==> src/rtl/fifo_pkg.sv <==
// Shared types for the flop-based FIFO family: accepted-operation encoding
// and its decode helper.
package fifo_pkg;

   typedef enum logic [1:0] {
      OP_NONE = 2'd0,
      OP_PUSH = 2'd1,
      OP_POP  = 2'd2,
      OP_BOTH = 2'd3
   } fifo_op_e;

   function automatic fifo_op_e op_decode(input logic push_ok, input logic pop_ok);
      fifo_op_e op;
      case ({push_ok, pop_ok})
         2'b10:   op = OP_PUSH;
         2'b01:   op = OP_POP;
         2'b11:   op = OP_BOTH;
         default: op = OP_NONE;
      endcase
      return op;
   endfunction

endpackage

==> src/rtl/fifo_flops_param_if.sv <==
// Producer/consumer bundle of the parametrised flop FIFO.
// FIFO_ERR_EN adds the overflow/underflow pulses.
interface fifo_flops_param_if #(
   parameter int DEPTH = 16,
   parameter int BITS  = 8
);
   localparam int CNT_W = $clog2(DEPTH + 1);

   logic             push;
   logic             pop;
   logic [BITS-1:0]  Din;
   logic [BITS-1:0]  Dout;
   logic [CNT_W-1:0] count;
   logic             full;
   logic             empty;
   logic             almost_full;
   logic             almost_empty;
`ifdef FIFO_ERR_EN
   logic             overflow;
   logic             underflow;
`endif

   modport master (
      output push, pop, Din,
      input  Dout, count, full, empty, almost_full, almost_empty
`ifdef FIFO_ERR_EN
      , input overflow, underflow
`endif
   );

   modport slave (
      input  push, pop, Din,
      output Dout, count, full, empty, almost_full, almost_empty
`ifdef FIFO_ERR_EN
      , output overflow, underflow
`endif
   );

endinterface

==> src/rtl/fifo_flops_mem.sv <==
// DEPTH x BITS flop storage with one write port and a registered read port.
// Storage is never reset; only the read register is.
module fifo_flops_mem #(
   parameter  int DEPTH = 16,
   parameter  int BITS  = 8,
   localparam int PTR_W = $clog2(DEPTH)
) (
   input  logic             clk,
   input  logic             rst,
   input  logic             we_i,
   input  logic [PTR_W-1:0] waddr_i,
   input  logic [BITS-1:0]  wdata_i,
   input  logic             re_i,
   input  logic [PTR_W-1:0] raddr_i,
   output logic [BITS-1:0]  rdata_o
);

   logic [BITS-1:0] mem_q [DEPTH];
   logic [BITS-1:0] rdata_q;

   // Storage write.
   always_ff @(posedge clk) begin
      if (we_i) begin
         mem_q[waddr_i] <= wdata_i;
      end
   end

   // Registered read; reads the pre-write value when addresses collide.
   always_ff @(posedge clk) begin
      if (rst) begin
         rdata_q <= '0;
      end else if (re_i) begin
         rdata_q <= mem_q[raddr_i];
      end
   end

   assign rdata_o = rdata_q;

endmodule

==> src/rtl/fifo_flops_param.sv <==
// Parametrised flop-based synchronous FIFO with occupancy and threshold flags.
// Define FIFO_ERR_EN to add registered overflow/underflow pulses.
module fifo_flops_param
   import fifo_pkg::*;
#(
   parameter int depth    = 16,
   parameter int bits     = 8,
   parameter int AF_LEVEL = depth - 2,
   parameter int AE_LEVEL = 2
) (
   input  logic                clk,
   input  logic                rst,
   fifo_flops_param_if.slave   bus
);

   localparam int PTR_W = $clog2(depth);
   localparam int CNT_W = $clog2(depth + 1);

   logic [PTR_W-1:0] wr_ptr_q, wr_ptr_d;
   logic [PTR_W-1:0] rd_ptr_q, rd_ptr_d;
   logic [CNT_W-1:0] count_q, count_d;
   logic             full_q, empty_q, almost_full_q, almost_empty_q;
   logic             push_ok_s, pop_ok_s;
   fifo_op_e         op_s;

   function automatic logic [PTR_W-1:0] ptr_next(input logic [PTR_W-1:0] p);
      if (p == PTR_W'(depth - 1)) begin
         return '0;
      end else begin
         return p + PTR_W'(1);
      end
   endfunction

   // Accept rules and next-state of pointers and occupancy.
   always_comb begin
      push_ok_s = bus.push & (~full_q | bus.pop);
      pop_ok_s  = bus.pop & ~empty_q;
      op_s      = op_decode(push_ok_s, pop_ok_s);
      wr_ptr_d  = wr_ptr_q;
      rd_ptr_d  = rd_ptr_q;
      count_d   = count_q;
      case (op_s)
         OP_PUSH: begin
            wr_ptr_d = ptr_next(wr_ptr_q);
            count_d  = count_q + CNT_W'(1);
         end
         OP_POP: begin
            rd_ptr_d = ptr_next(rd_ptr_q);
            count_d  = count_q - CNT_W'(1);
         end
         OP_BOTH: begin
            wr_ptr_d = ptr_next(wr_ptr_q);
            rd_ptr_d = ptr_next(rd_ptr_q);
         end
         default: begin
            count_d = count_q;
         end
      endcase
   end

   // State registers; flags are decoded from the next count so they track count_q.
   always_ff @(posedge clk) begin
      if (rst) begin
         wr_ptr_q       <= '0;
         rd_ptr_q       <= '0;
         count_q        <= '0;
         full_q         <= 1'b0;
         empty_q        <= 1'b1;
         almost_full_q  <= 1'b0;
         almost_empty_q <= 1'b1;
      end else begin
         wr_ptr_q       <= wr_ptr_d;
         rd_ptr_q       <= rd_ptr_d;
         count_q        <= count_d;
         full_q         <= (count_d == CNT_W'(depth));
         empty_q        <= (count_d == CNT_W'(0));
         almost_full_q  <= (count_d >= CNT_W'(AF_LEVEL));
         almost_empty_q <= (count_d <= CNT_W'(AE_LEVEL));
      end
   end

   fifo_flops_mem #(
      .DEPTH (depth),
      .BITS  (bits)
   ) u_mem (
      .clk     (clk),
      .rst     (rst),
      .we_i    (push_ok_s & ~rst),
      .waddr_i (wr_ptr_q),
      .wdata_i (bus.Din),
      .re_i    (pop_ok_s),
      .raddr_i (rd_ptr_q),
      .rdata_o (bus.Dout)
   );

   assign bus.count        = count_q;
   assign bus.full         = full_q;
   assign bus.empty        = empty_q;
   assign bus.almost_full  = almost_full_q;
   assign bus.almost_empty = almost_empty_q;

`ifdef FIFO_ERR_EN
   logic overflow_q, underflow_q;

   // One-cycle pulses for rejected requests.
   always_ff @(posedge clk) begin
      if (rst) begin
         overflow_q  <= 1'b0;
         underflow_q <= 1'b0;
      end else begin
         overflow_q  <= bus.push & ~push_ok_s;
         underflow_q <= bus.pop & ~pop_ok_s;
      end
   end

   assign bus.overflow  = overflow_q;
   assign bus.underflow = underflow_q;
`endif

endmodule

==> src/flat_wrapper.sv <==
// flat-port wrapper written by rule: the top's interface ports become plain ports
module fifo_flops_param_flat import fifo_pkg::*;
#(
   parameter int depth    = 16,
   parameter int bits     = 8,
   parameter int AF_LEVEL = depth - 2,
   parameter int AE_LEVEL = 2
)
  (clk, rst, bus_push, bus_pop, bus_Din, bus_Dout, bus_count, bus_full, bus_empty, bus_almost_full, bus_almost_empty);
  fifo_flops_param_if #(.DEPTH(16), .BITS(8)) bus_i ();
  input  logic clk;
  input  logic rst;
  input wire logic [$bits(bus_i.push)-1:0] bus_push;
  input wire logic [$bits(bus_i.pop)-1:0] bus_pop;
  input wire logic [$bits(bus_i.Din)-1:0] bus_Din;
  output wire logic [$bits(bus_i.Dout)-1:0] bus_Dout;
  output wire logic [$bits(bus_i.count)-1:0] bus_count;
  output wire logic [$bits(bus_i.full)-1:0] bus_full;
  output wire logic [$bits(bus_i.empty)-1:0] bus_empty;
  output wire logic [$bits(bus_i.almost_full)-1:0] bus_almost_full;
  output wire logic [$bits(bus_i.almost_empty)-1:0] bus_almost_empty;
  assign bus_i.push = bus_push;
  assign bus_i.pop = bus_pop;
  assign bus_i.Din = bus_Din;
  assign bus_Dout = bus_i.Dout;
  assign bus_count = bus_i.count;
  assign bus_full = bus_i.full;
  assign bus_empty = bus_i.empty;
  assign bus_almost_full = bus_i.almost_full;
  assign bus_almost_empty = bus_i.almost_empty;
  fifo_flops_param #(.depth(depth), .bits(bits), .AF_LEVEL(AF_LEVEL), .AE_LEVEL(AE_LEVEL)) u_core (.clk(clk), .rst(rst), .bus(bus_i));
endmodule
==> config.mk <==
export PLATFORM = sky130hd
export DESIGN_NAME = fifo_flops_param_flat
export DESIGN_NICKNAME = d
export VERILOG_FILES = /design/src/rtl/fifo_pkg.sv /design/src/rtl/fifo_flops_param_if.sv /design/src/rtl/fifo_flops_mem.sv /design/src/rtl/fifo_flops_param.sv /design/src/flat_wrapper.sv
export SDC_FILE = /design/constraint.sdc
export NUM_CORES = 1
export LEC_CHECK = 0
export ABC_CLOCK_PERIOD_IN_PS = 2100
export BUFFER_PORTS_ARGS = -buffer_cell sky130_fd_sc_hd__buf_2
export CORE_ASPECT_RATIO = 1.1
export CORE_MARGIN = 2
export CORE_UTILIZATION = 55
export CTS_BUF_LIST = sky130_fd_sc_hd__clkbuf_16
export CTS_CLUSTER_SIZE = 28
export DETAILED_ROUTE_END_ITERATION = 8
export GPL_ROUTABILITY_DRIVEN = 0
export GPL_TIMING_DRIVEN = 0
export PLACE_DENSITY = 0.83
export SYNTH_ARGS = -nofsm -noshare
export SYNTH_HDL_FRONTEND = slang
export SYNTH_HIERARCHICAL = 1
export SYNTH_SLANG_ARGS = --single-unit
==> constraint.sdc <==
create_clock -name clk -period 2.1 [get_ports clk]
set_clock_uncertainty 0.05 [all_clocks]
set_input_delay 0.105 -clock clk [delete_from_list [all_inputs] [get_ports clk]]
set_output_delay 0.105 -clock clk [all_outputs]
set_load 0.03 [all_outputs]
==> results of run 1 <==
[per-stage QoR]
| stage | hold WS [ns] | worst slack (ns) | total power [mW] |
|---|---|---|---|
| finish | 0.0348 | -0.180 | 7.24 |
| global placement | 0.382 | -0.512 | 4.32 |
| floorplan | 0.154 | -0.135 | 4.09 |
| CTS | 0.0211 | -0.179 | 7.17 |
| global route | 0.0359 | -0.305 | 7.49 |
| detailed placement | 0.389 | -0.545 | 4.35 |
[final cells by class]
type	count	area, um2
multi-input cells	254	2030
clock inverters	13	73.8
clock buffers	19	475
repair buffers	35	205
well taps	150	188
flip-flops and latches	153	4350
plain buffers	19	168
inverters	7	30.0
fillers	758	3820
[power by group]
part	switching, mW	total, mW	internal (mW)
combinational	0.631	0.981	0.349
sequential	0.0958	3.49	3.39
clock	1.14	2.77	1.63
total	1.87	7.24	5.37
[flip-flops by register name (all words and copies together) (netlist names)]
name                     count
u_core/u_mem/rdata_o         8
u_core/wr_ptr_q              4
u_core/bus.full              1
u_core/bus.almost_full       1
u_core/u_mem/mem_q         128
u_core/bus.almost_empty      1
u_core/rd_ptr_q              4
u_core/bus.count             5
u_core/bus.empty             1
[repair_timing]
action / in CTS / in global routing
endpoints found under the setup margin: 71 / 105
setup buffers: 5 / 2
resized for setup: 18 / 22
pin swaps: 10 / 8
[routing by layer]
| metal | vias up | global-route usage | wire [um] |
|---|---|---|---|
| li1 | 1762 | - | - |
| met1 | 1890 | 0.272 | 5080 |
| met2 | 139 | 0.412 | 7200 |
| met3 | 30 | 0.0463 | 779 |
| met4 | 0 | 0.132 | 536 |
| met5 | - | 0 | 0 |
[cells in the final DEF (no fill, tap or decap), types with 3 or more instances in the layout]
| cell type | n |
|---|---|
| nand2_1 | 27 |
| nand3b_1 | 4 |
| nand2b_1 | 4 |
| nor2_1 | 18 |
| xor2_1 | 3 |
| buf_12 | 3 |
| nand3_1 | 26 |
| nor3_4 | 3 |
| ha_1 | 4 |
| buf_8 | 3 |
| clkinv_2 | 4 |
| inv_1 | 8 |
| mux2i_1 | 64 |
| edfxtp_1 | 128 |
| nor2_4 | 4 |
| buf_4 | 7 |
| ha_4 | 3 |
| dfxtp_1 | 23 |
| inv_4 | 4 |
| a21oi_1 | 18 |
| o21ai_0 | 7 |
| clkbuf_16 | 19 |
| buf_2 | 36 |
| a22oi_1 | 25 |
| nor2_2 | 9 |
[logic make-up after synthesis]
| kind of cell | after synthesis | share of synthesized area |
|---|---|---|
| DFF | 153 | 0.686 |
| adders and majority gates | 7 | 0.0138 |
| AOI/OAI and AO/OA | 65 | 0.0719 |
| buffers and inverters | 26 | 0.0304 |
| muxes | 64 | 0.101 |
| xor gates and xnor gates | 10 | 0.0162 |
| and+or+nand+nor | 108 | 0.0810 |
[worst max path at each step]
stage	start	endpoint	slack, ns
finish	u_core/bus.empty	u_core/bus.almost_empty	-0.18
global route	u_core/bus.empty	u_core/bus.almost_empty	-0.30
CTS	u_core/bus.empty	u_core/bus.almost_empty	-0.18
detailed placement	rst	u_core/u_mem/mem_q[8][3]	-0.55
global placement	rst	u_core/u_mem/mem_q[12][0]	-0.51
floorplan	u_core/bus.empty	u_core/bus.almost_empty	-0.14
==> results.txt, run 1 <==
* Share of the clock period used by the worst path: 1.09
- 29 I/O pins were placed.
- Detail Route Antenna Nets: 0
- Endpoints failing setup: 5
- In the final timing run, aggregate negative setup slack is -0.832 ns.
- The net count of the finished layout is between 500 and 600.
- Max-cap violations in this run came to 0.
* Total congestion overflow after global routing: 0
- Of all flip-flops after synthesis, the portion carrying an async set or reset was 0.
* Cell count of the worst reg-to-reg path: 10
- Critical register-to-register path startpoint: u_core/bus.empty
* Static leakage power: between 2 and 2.5 nW
- The detailed router finished its first iteration with 453 violations.
- TritonCTS built the clock tree.
* Count of distinct cell types in the synthesized netlist: 39
- The critical path is of the reg -> reg type.
* Clock transition time at the flip-flop clock pins of the worst setup and hold paths: approximately 0.06 ns
- The clock reaches the later pin of the worst-skew pair after approximately 0.42 ns.
- The final route contains 3821 vias.
- Library cell occupying the most area in the post-synthesis netlist: edfxtp_1
* Violated checks: negative setup slack
- In this run, placement finished with an instance count of 611.
* Most instantiated flip-flop cell in the synthesis netlist: edfxtp_1
- Synthesis produced a netlist whose cell count is 433.
- Drt wl/cell: approximately 21 um
* Startpoint of the lowest-slack hold path: bus_Din[6]
- FF-to-FF setup slack: -0.18 ns
- Unrepaired setup endpoints after global routing: yes
- The number of pins with negative max-slew slack in the final report is 0.
- For this run, the share of the core covered by cells in the final layout is 0.663.
* Sum of routed wire length over all layers: around 14000 um
* Largest cells by area after synthesis: edfxtp_1, mux2i_1, dfxtp_1, a22oi_1, nand3_1
- Number of storage elements in the synthesis netlist: between 150 and 200
- Max Fclk: roughly 440 MHz
- Buffering stage count on the worst path with inverters included: 1
- In the global route stage, overall resource usage came out at 0.235.
* Delay of the slowest critical-path stage: about 0.34 ns
- In this run, post-CTS hold repair placed 0 buffers.
- Port buffering added 28 buffers.
- Number of synthesized flops with an enable pin: between 100 and 150
- Along the worst path, the maximum fanout reaches 3.
- Worst path depth: 10
* Hold Path End: u_core/u_mem/mem_q[10][6]
- Reg-to-Reg End: u_core/bus.almost_empty
* Worst hold path depth: 1
- In this run the tightest slew margin relative to its limit is 0.530.
- For this configuration, the core starts out at a cell density of 0.559.
- Crit path arrival time: around 2.6 ns
* Area of all placed cells without fillers: roughly 7500 um2
- Maximum number of pins on one net before global-route repair: 17
* Launching element type of the critical path: flip-flop
* Hold crit path type: in -> reg
- Commonest cells post-synth: edfxtp_1, mux2i_1, nor2_1
- The H-tree was split into 4 levels.
- Buffer type at the clock tree root: clkbuf_16
- Final cell count without fillers: 650
- Netlist Area Pre-Place: around 6300 um2
- From bottom edge to top edge, the die measures around 120 um.
* Detailed placer's ending HPWL: about 8600 um
* Sequential element share of the synthesized area: 0.686
* Ant. Diodes: 0
* Result of the run: complete, but fails checks
- Wire length of the first global-routing pass: 20900 um
- Maximum count of clock buffers along a single path: 2
* Die Area: roughly 12000 um2
- At the pin with the least slew margin, the transition time is 0.702 ns.
- By instance count, the leading cell after synthesis is edfxtp_1.
- Maximum vdd ir drop: roughly 0.64 mV
* Via-per-instance ratio: between 5 and 6
- In the routed design, unresolved DRC markers number 0.
- Final critical-path setup slack: -0.180 ns
- Row Count: just over 40
- Number of buffers inserted during clock tree synthesis: 17
* Share of post-route cells with drive strength above 1: 0.246
- Data on the critical path is required at its endpoint by roughly 2.4 ns.
- Category of cells accounting for the largest share of critical-path delay: compound AO/OA/AOI/OAI gates
- Power density normalized to cell area: approximately 960 nW/um2
- Fraction of post-synthesis cell area in the top cell type by area: 0.607
* Fin crit period: around 2.3 ns
- The number of global-route vias before repair was ~3800.
* Category of the worst setup path capture point: flip-flop
- The core region is 11300 um2.
- Syn Nets: between 400 and 500
* Die extent in x: 106 um
- Most frequent cell on the critical path: ha_4
- Number of detailed-route iterations in the first pass: 5
- Critical-path cell list: nand2b_4, clkinvlp_4, ha_4, xor2_2, ha_4, nor2_4, o31a_1, o211ai_2, xnor2_1, o31ai_2
- The number of hold-slack violations in the final timing report came to 0.
- The initial antenna violation count is 0.
- Clock Sink Count: ~150
* Cell area after placement: ~6700 um2
* Count of warnings emitted by yosys: 6
* Crit-path slowest cell: dfxtp_4
- Area growth from synthesis to final layout: 18.7%
- Mean post-synth cell area: about 15 um2
Power figures use the tool's default switching activity.
==> run 2: changes to the inputs <==
--- a/config.mk
+++ b/config.mk
@@ -15,8 +15,10 @@
 export DETAILED_ROUTE_END_ITERATION = 8
 export GPL_ROUTABILITY_DRIVEN = 0
 export GPL_TIMING_DRIVEN = 0
+export MAX_ROUTING_LAYER = met4
 export PLACE_DENSITY = 0.83
 export SYNTH_ARGS = -nofsm -noshare
 export SYNTH_HDL_FRONTEND = slang
 export SYNTH_HIERARCHICAL = 1
 export SYNTH_SLANG_ARGS = --single-unit
+export TNS_END_PERCENT = 5
==> results.txt, run 2 (synthesized netlist as in run 1, its figures left out) <==
- The flow ran to the end, but the final reports show violations.
* Violated checks: negative setup slack
- The fill cell total of the finished layout is 747 (-1.5%).
- Worst path depth: 10 (unchanged)
- Critical-path cell list: nand2b_4, clkinvlp_4, ha_4, xor2_2, ha_4, a21oi_4, xnor2_2, and4b_1, a211oi_4, nor4_2
- The net total in the final layout came to 504 (-0.40%).
* Critical register-to-register path startpoint: u_core/bus.empty
* Maximum vdd ir drop: 0.610 mV (-4.6%)
* Launching element type of the critical path: flip-flop
- The measured slew at the worst slew-check pin came to 0.851 ns (+0.150 ns).
- Sum of routed wire length over all layers: 13600 um (-0.11%)
- Die extent in x: 106 um (unchanged)
- The setup TNS was -0.981 ns (-0.149 ns).
- The count of port buffers added during placement came to 28 (unchanged).
- Crit-path slowest cell: dfxtp_4
- Gr usage total: 0.241 (+0.00614)
- The total congestion overflow after global routing came to 0 (unchanged).
* DRC violation count after routing: 0 (unchanged)
- The number of vias per cell came to 5.95 (+1.2%).
- Highest-count cells in the layout ignoring fill and taps: edfxtp_1, mux2i_1, buf_2, nand2_1, nand3_1
- The number of flip-flops under the largest register name is 128 (unchanged).
- Share of the clock period used by the worst path: 1.10 (+0.0181)
- The worst register-to-register path ends at u_core/bus.full.
* Category of the worst setup path capture point: flip-flop
- Core Util, Final: 0.664 (+0.00121)
- The critical path starts at u_core/bus.empty.
- The cell sitting at the root of the clock tree is a clkbuf_16.
- Starting DRT DRC Count: 356 (-21%)
- The depth of the CTS H-tree was 4 (unchanged).
* Buffering stage count on the worst path with inverters included: 1 (unchanged)
- The via count is 3855 (+0.89%).
- Endpoints failing hold: 0 (unchanged)
- Number of antenna violations at the first check in global routing: 0 (unchanged)
- Max Fclk: 431 MHz (-1.6%)
- The number of buffers created by CTS was 17 (unchanged).
- The leakage component of the power came to 2.48 nW (+0.26%).
* Max-cap viol count: 0 (unchanged)
- Timing endpoint of the critical path: u_core/bus.full
* Hold_ws: 0.0364 ns (+0.00163 ns)
- The largest fanout of any net on the critical path was 3 (unchanged).
- The worst reg-to-reg path cell count came to 10 (unchanged).
- Number of detailed-route iterations in the first pass: 5 (unchanged)
- The required time of the worst setup path came to 2.33 ns (-0.05 ns).
- Start-to-end type of the worst setup path: reg -> reg
- The fraction of layout instances using a drive strength above 1 came to 0.243 (-0.00303).
- The library cell used most frequently in the layout, excluding fill and tap cells, is edfxtp_1.
* Maximum count of clock buffers along a single path: 2 (unchanged)
- Most frequent cell on the critical path: ha_4
* Fin crit period: 2.32 ns (+0.0379 ns)
- The number of pins with negative max-slew slack in the final report is 0 (unchanged).
- The total of endpoints with negative setup slack in the final report came to 5 (unchanged).
* Maximum number of pins on one net before global-route repair: 17 (unchanged)
- Detail Route Antenna Nets: 0 (unchanged)
- The die area was 12400 um2 (unchanged).
- Wire length of the first global-routing pass: 20800 um (-0.59%)
- In this design, the largest share of critical-path delay is due to simple AND/OR/NAND/NOR gates.
- Unrepaired setup endpoints after global routing: yes
- Ant. Diodes: 0 (unchanged)
- The estimated wirelength of the detail-placed design came to 8620 um (-0.11%).
- The total power consumption of the routed design came to 7.55 mW (+4.3%).
- Final critical-path setup slack: -0.218 ns (-0.0379 ns)
- The starting density of the core is 0.559 (unchanged).
* Crit path arrival time: 2.55 ns (about the same)
- Number of I/O pins: 29 (unchanged)
- Delay of the slowest critical-path stage: 0.34 ns (about the same)
- The worst-skew pair later-pin latency was 0.42 ns (about the same).
- The clock sink count came to 153 (unchanged).
- Std-Cell Core Area: 11300 um2 (unchanged)
- The slack of the worst reg-to-reg path was -0.22 ns (-0.04 ns).
- The post-cts hold buffer count was 0 (unchanged).
* Number of global-route vias before repair: 3702 (-3.0%)
* Clock transition time at the flip-flop clock pins of the worst setup and hold paths: 0.06 ns (about the same)
- The headroom to the max-slew limit came to 0.430 (-0.100).
- The total power density per cell area came to 1000 nW/um2 (+4.1%).
- The path class of the tightest hold or removal check is in -> reg.
- TritonCTS built the clock tree.
* Register with the most flip-flops: u_core/u_mem/mem_q
* Row Count: 41 (unchanged)
- Area growth from synthesis to final layout: 18.9%
- Vertical extent of the die: 117 um (unchanged)
- Drt wl/cell: 21.0 um (+0.20%)
## run 2: cell types whose count changed in the layout (fill, tap and decap cells not counted), sizes merged
cell / delta
inv: -2
clkinvlp: +2
clkbuf: -2
clkinv: -1
bufinv: +3
buf: -2
## run 2: per-layer routing
layer | global-route usage | share of wire | vias up
li1 | - | - | 1758
met1 | 0.286 | 0.39 | 1902
met3 | 0.0547 | 0.067 | 24
met2 | 0.400 | 0.52 | 171
met4 | 0.102 | 0.025 | 0
met5 | - | 0 | -
## run 2: through the flow
stage	area (um2)	setup WS [ns]	cells
5_1_grt	7530	-0.285	648
3_3_place_gp	6720	-0.487	611
6_report	7530	-0.218	648
3_5_place_dp	6720	-0.538	611
4_1_cts	7440	-0.187	647
2_1_floorplan	6390	-0.141	433
## run 2: power by group
part	switching, mW	internal, mW	leakage [nW]
Clock	1.21	1.90	0.297
Combinational	0.619	0.339	0.825
Sequential	0.0966	3.39	1.36
## run 2: how the worst min path moves through the flow
stage	startpoint	endpoint	slack (ns)	cells after the start
after floorplan	bus_Din[0]	u_core/u_mem/mem_q[0][0]	0.15	0
after global placement	u_core/u_mem/rdata_o[3]	u_core/u_mem/rdata_o[3]	0.39	2
after detailed placement	u_core/u_mem/rdata_o[4]	u_core/u_mem/rdata_o[4]	0.39	2
after CTS	bus_Din[5]	u_core/u_mem/mem_q[4][5]	0.02	1
after global routing	bus_Din[6]	u_core/u_mem/mem_q[5][6]	0.03	1
final	bus_Din[5]	u_core/u_mem/mem_q[4][5]	0.04	1
## run 2: cell type report
| cell class | count | area, um2 | area share |
|---|---|---|---|
| flip-flops and latches | 153 | 4350 | 0.577 |
| clock inverters | 15 | 191 | 0.0254 |
| inverters | 7 | 30.0 | 0.00399 |
| plain buffers | 19 | 168 | 0.0223 |
| clock buffers | 17 | 425 | 0.0565 |
| repair buffers | 33 | 178 | 0.0236 |
| well taps | 150 | 188 | 0.0249 |
| multi-input cells | 254 | 2000 | 0.266 |
## run 2: what timing repair did
| action | CTS | global route |
|---|---|---|
| endpoints found under the setup margin | 63 | 55 |
| pin swaps | 10 | 6 |
| buffers inserted | 4 | 1 |
| resized for setup | 16 | 15 |
| endpoints found under the hold margin | 0 | 0 |
==> run 3: changes to the inputs <==
--- a/config.mk
+++ b/config.mk
@@ -16,7 +16,7 @@
 export GPL_ROUTABILITY_DRIVEN = 0
 export GPL_TIMING_DRIVEN = 0
 export MAX_ROUTING_LAYER = met4
-export PLACE_DENSITY = 0.83
+export PLACE_DENSITY = 0.81
 export SYNTH_ARGS = -nofsm -noshare
 export SYNTH_HDL_FRONTEND = slang
 export SYNTH_HIERARCHICAL = 1
==> results.txt, run 3 (synthesized netlist as in run 1, its figures left out) <==
- The pin count of the biggest net entering global routing came to 17 (unchanged).
- The pre-CTS worst setup slack came to -0.693 ns (-0.155 ns).
- Highest-count cells in the layout ignoring fill and taps: edfxtp_1, mux2i_1, buf_2, nand2_1, nand3_1
* Crit Path Max Fanout: 3 (unchanged)
- Via total after detailed routing: 3907 (+1.3%)
- The number of buffers created by CTS came to 17 (unchanged).
* Critical register-to-register path startpoint: u_core/bus.empty
- The core area is 11300 um2 (unchanged).
- Hold_ws: 0.0562 ns (+0.0198 ns)
- CTS Hold Buffers Added: 0 (unchanged)
* Number of detailed-route iterations in the first pass: 7 (+2)
- Sum of routed wire length over all layers: 14200 um (+4.2%)
* Worst Path Required: 2.34 ns (about the same)
- Worst max-slew margin expressed relative to the limit: 0.531 (+0.101)
- Buffer type at the clock tree root: clkbuf_16
- Start-to-end type of the worst setup path: reg -> reg
- The initial antenna violation count is 0 (unchanged).
- Die Area: 12400 um2 (unchanged)
- The time the worst path needs with I/O delays and setup was 2.30 ns (-0.0148 ns).
- The post-detailed-route DRC marker count came to 0 (unchanged).
* Cell area after placement: 6720 um2 (unchanged)
- STA classifies the critical path startpoint as a flip-flop.
* Hold crit path type: in -> reg
- Max FFs per register: 128 (unchanged)
* Final critical-path setup slack: -0.203 ns (+0.0148 ns)
- Clock transition time at the flip-flop clock pins of the worst setup and hold paths: 0.06 ns (about the same)
- The number of vias per cell came to 6.03 (+1.3%).
- Max Fclk: 434 MHz (+0.64%)
- The number of nets still failing antenna checks after routing came to 0 (unchanged).
- The height of the die is 117 um (unchanged).
- The count of port buffers added during placement was 28 (unchanged).
* Total congestion overflow after global routing: 0 (unchanged)
* Number of nets in the layout: 504 (unchanged)
* Share of post-route cells with drive strength above 1: 0.237 (-0.00602)
- Worst slew pin tran: 0.699 ns (-0.152 ns)
- Crit path arrival time: 2.54 ns (about the same)
- The endpoint identified for the worst register-to-register timing path is u_core/bus.almost_empty.
- The flow ran to the end, but the final reports show violations.
* Max-cap viol count: 0 (unchanged)
- The worst-skew pair later-pin latency was 0.42 ns (about the same).
* Cell count of the worst reg-to-reg path: 10 (unchanged)
* Area growth from synthesis to final layout: 17.6%
* Leading cell type in the layout, fill and taps excluded: edfxtp_1
* Ant. Diodes: 0 (unchanged)
* Summed negative setup slack over all endpoints: -1.17 ns (-0.191 ns)
- Row Count: 41 (unchanged)
- The number of global-route vias before repair came to 3991 (+7.8%).
* Power density normalized to cell area: 979 nW/um2 (-2.3%)
- Drt wl/cell: 21.8 um (+4.2%)
- Register with the most flip-flops: u_core/u_mem/mem_q
- The number of pins with negative max-slew slack in the final report was 0 (unchanged).
* Starting utilization of the core area: 0.559 (unchanged)
- Final cell count without fillers: 648 (unchanged)
- The area of all placed cells without fillers was 7450 um2 (-1.1%).
- Detailed placer's ending HPWL: 9090 um (+5.4%)
- Number of I/O pins: 29 (unchanged)
* Die extent in x: 106 um (unchanged)
* Endpoints failing setup: 13 (+8)
- The clock sink count was 153 (unchanged).
- The slack of the worst reg-to-reg path is -0.20 ns (about the same).
- The highest ir drop seen on vdd is 0.551 mV (-9.6%).
- Clock tree from TritonCTS: built
- The total power consumption of the routed design was 7.29 mW (-3.4%).
* Starting DRT DRC Count: 427 (+20%)
- The most critical setup path has its endpoint at u_core/bus.almost_empty.
- Core Util, Final: 0.657 (-0.00717)
- Category of the worst setup path capture point: flip-flop
- Timing startpoint of the critical path: u_core/bus.empty
- Endpoints failing hold: 0 (unchanged)
* Static leakage power: 2.46 nW (-0.72%)
- Violated checks: negative setup slack
* Maximum count of clock buffers along a single path: 2 (unchanged)
- Count of placed standard cells including taps: 611 (unchanged)
* CTS H-tree depth: 4 (unchanged)
- The global-route usage over all layers came to 0.248 (+0.00676).
- Unrepaired setup endpoints after global routing: yes
- Share of the clock period used by the worst path: 1.10 (-0.00704)
- Wire length of the first global-routing pass: 21300 um (+2.4%)
## run 3: cell types whose count changed in the layout (fill, tap and decap cells not counted), moves of 2 or more
cell        previous run  this run
inv_6                  5         0
a211oi_2               0         2
nor2_4                 0         3
nor2_1                23        18
inv_4                  0         2
clkinvlp_4             3         1
nor2_2                 8        10
a211oi_4               2         0
clkbuf_16             17        21
xnor2_2                3         1
bufinv_16              3         0
clkinv_2               1         4
xnor2_1                1         3
## run 3: what timing repair did
item,in CTS,in global routing
hold endpoints to repair,0,0
buffers inserted,4,1
gates cloned,0,0
pin swaps,7,3
gates resized for setup,11,16
endpoints found under the setup margin,70,111
## run 3: critical path: stages (launching register included)
cell and delay, ns:
dfxtp_4 0.34, nand2b_4 0.13, clkinvlp_4 0.11, ha_4 0.17, xor2_1 0.15, ha_2 0.20, a21oi_2 0.18, xnor2_2 0.17
and4b_1 0.24, a211oi_2 0.29, o31ai_1 0.14
## run 3: final cells by class
cell class	instances	area [um2]
Sequential cell	153	4350
Fill cell	806	3880
Multi-Input combinational cell	254	1950
Clock buffer	21	526
Tap cell	150	188
Timing Repair Buffer	33	178
Buffer	19	166
Clock inverter	11	61.3
Inverter	7	30.0
## run 3: where the power goes
part,total [mW],switching [mW],internal [mW]
Combinational,0.895,0.591,0.305
Sequential,3.49,0.0942,3.39
Clock,2.91,1.14,1.78
Total,7.29,1.82,5.47
## run 3: how the worst min path moves through the flow
| stage | endpoint | slack, ns | startpoint | cells past startpoint |
|---|---|---|---|---|
| after floorplan | u_core/u_mem/mem_q[0][0] | 0.15 | bus_Din[0] | 0 |
| after global placement | u_core/u_mem/rdata_o[3] | 0.39 | u_core/u_mem/rdata_o[3] | 2 |
| after detailed placement | u_core/u_mem/rdata_o[7] | 0.39 | u_core/u_mem/rdata_o[7] | 2 |
| after CTS | u_core/u_mem/mem_q[7][4] | 0.04 | bus_Din[4] | 1 |
| after global routing | u_core/u_mem/mem_q[3][5] | 0.05 | bus_Din[5] | 1 |
| final | u_core/u_mem/mem_q[7][4] | 0.06 | bus_Din[4] | 1 |
## run 3: metal layers
metal,vias to the layer above,share of wire,global-route usage
met2,170,0.53,0.433
met3,35,0.071,0.0608
met1,1947,0.37,0.262
met5,-,0,-
li1,1755,-,-
met4,0,0.030,0.127
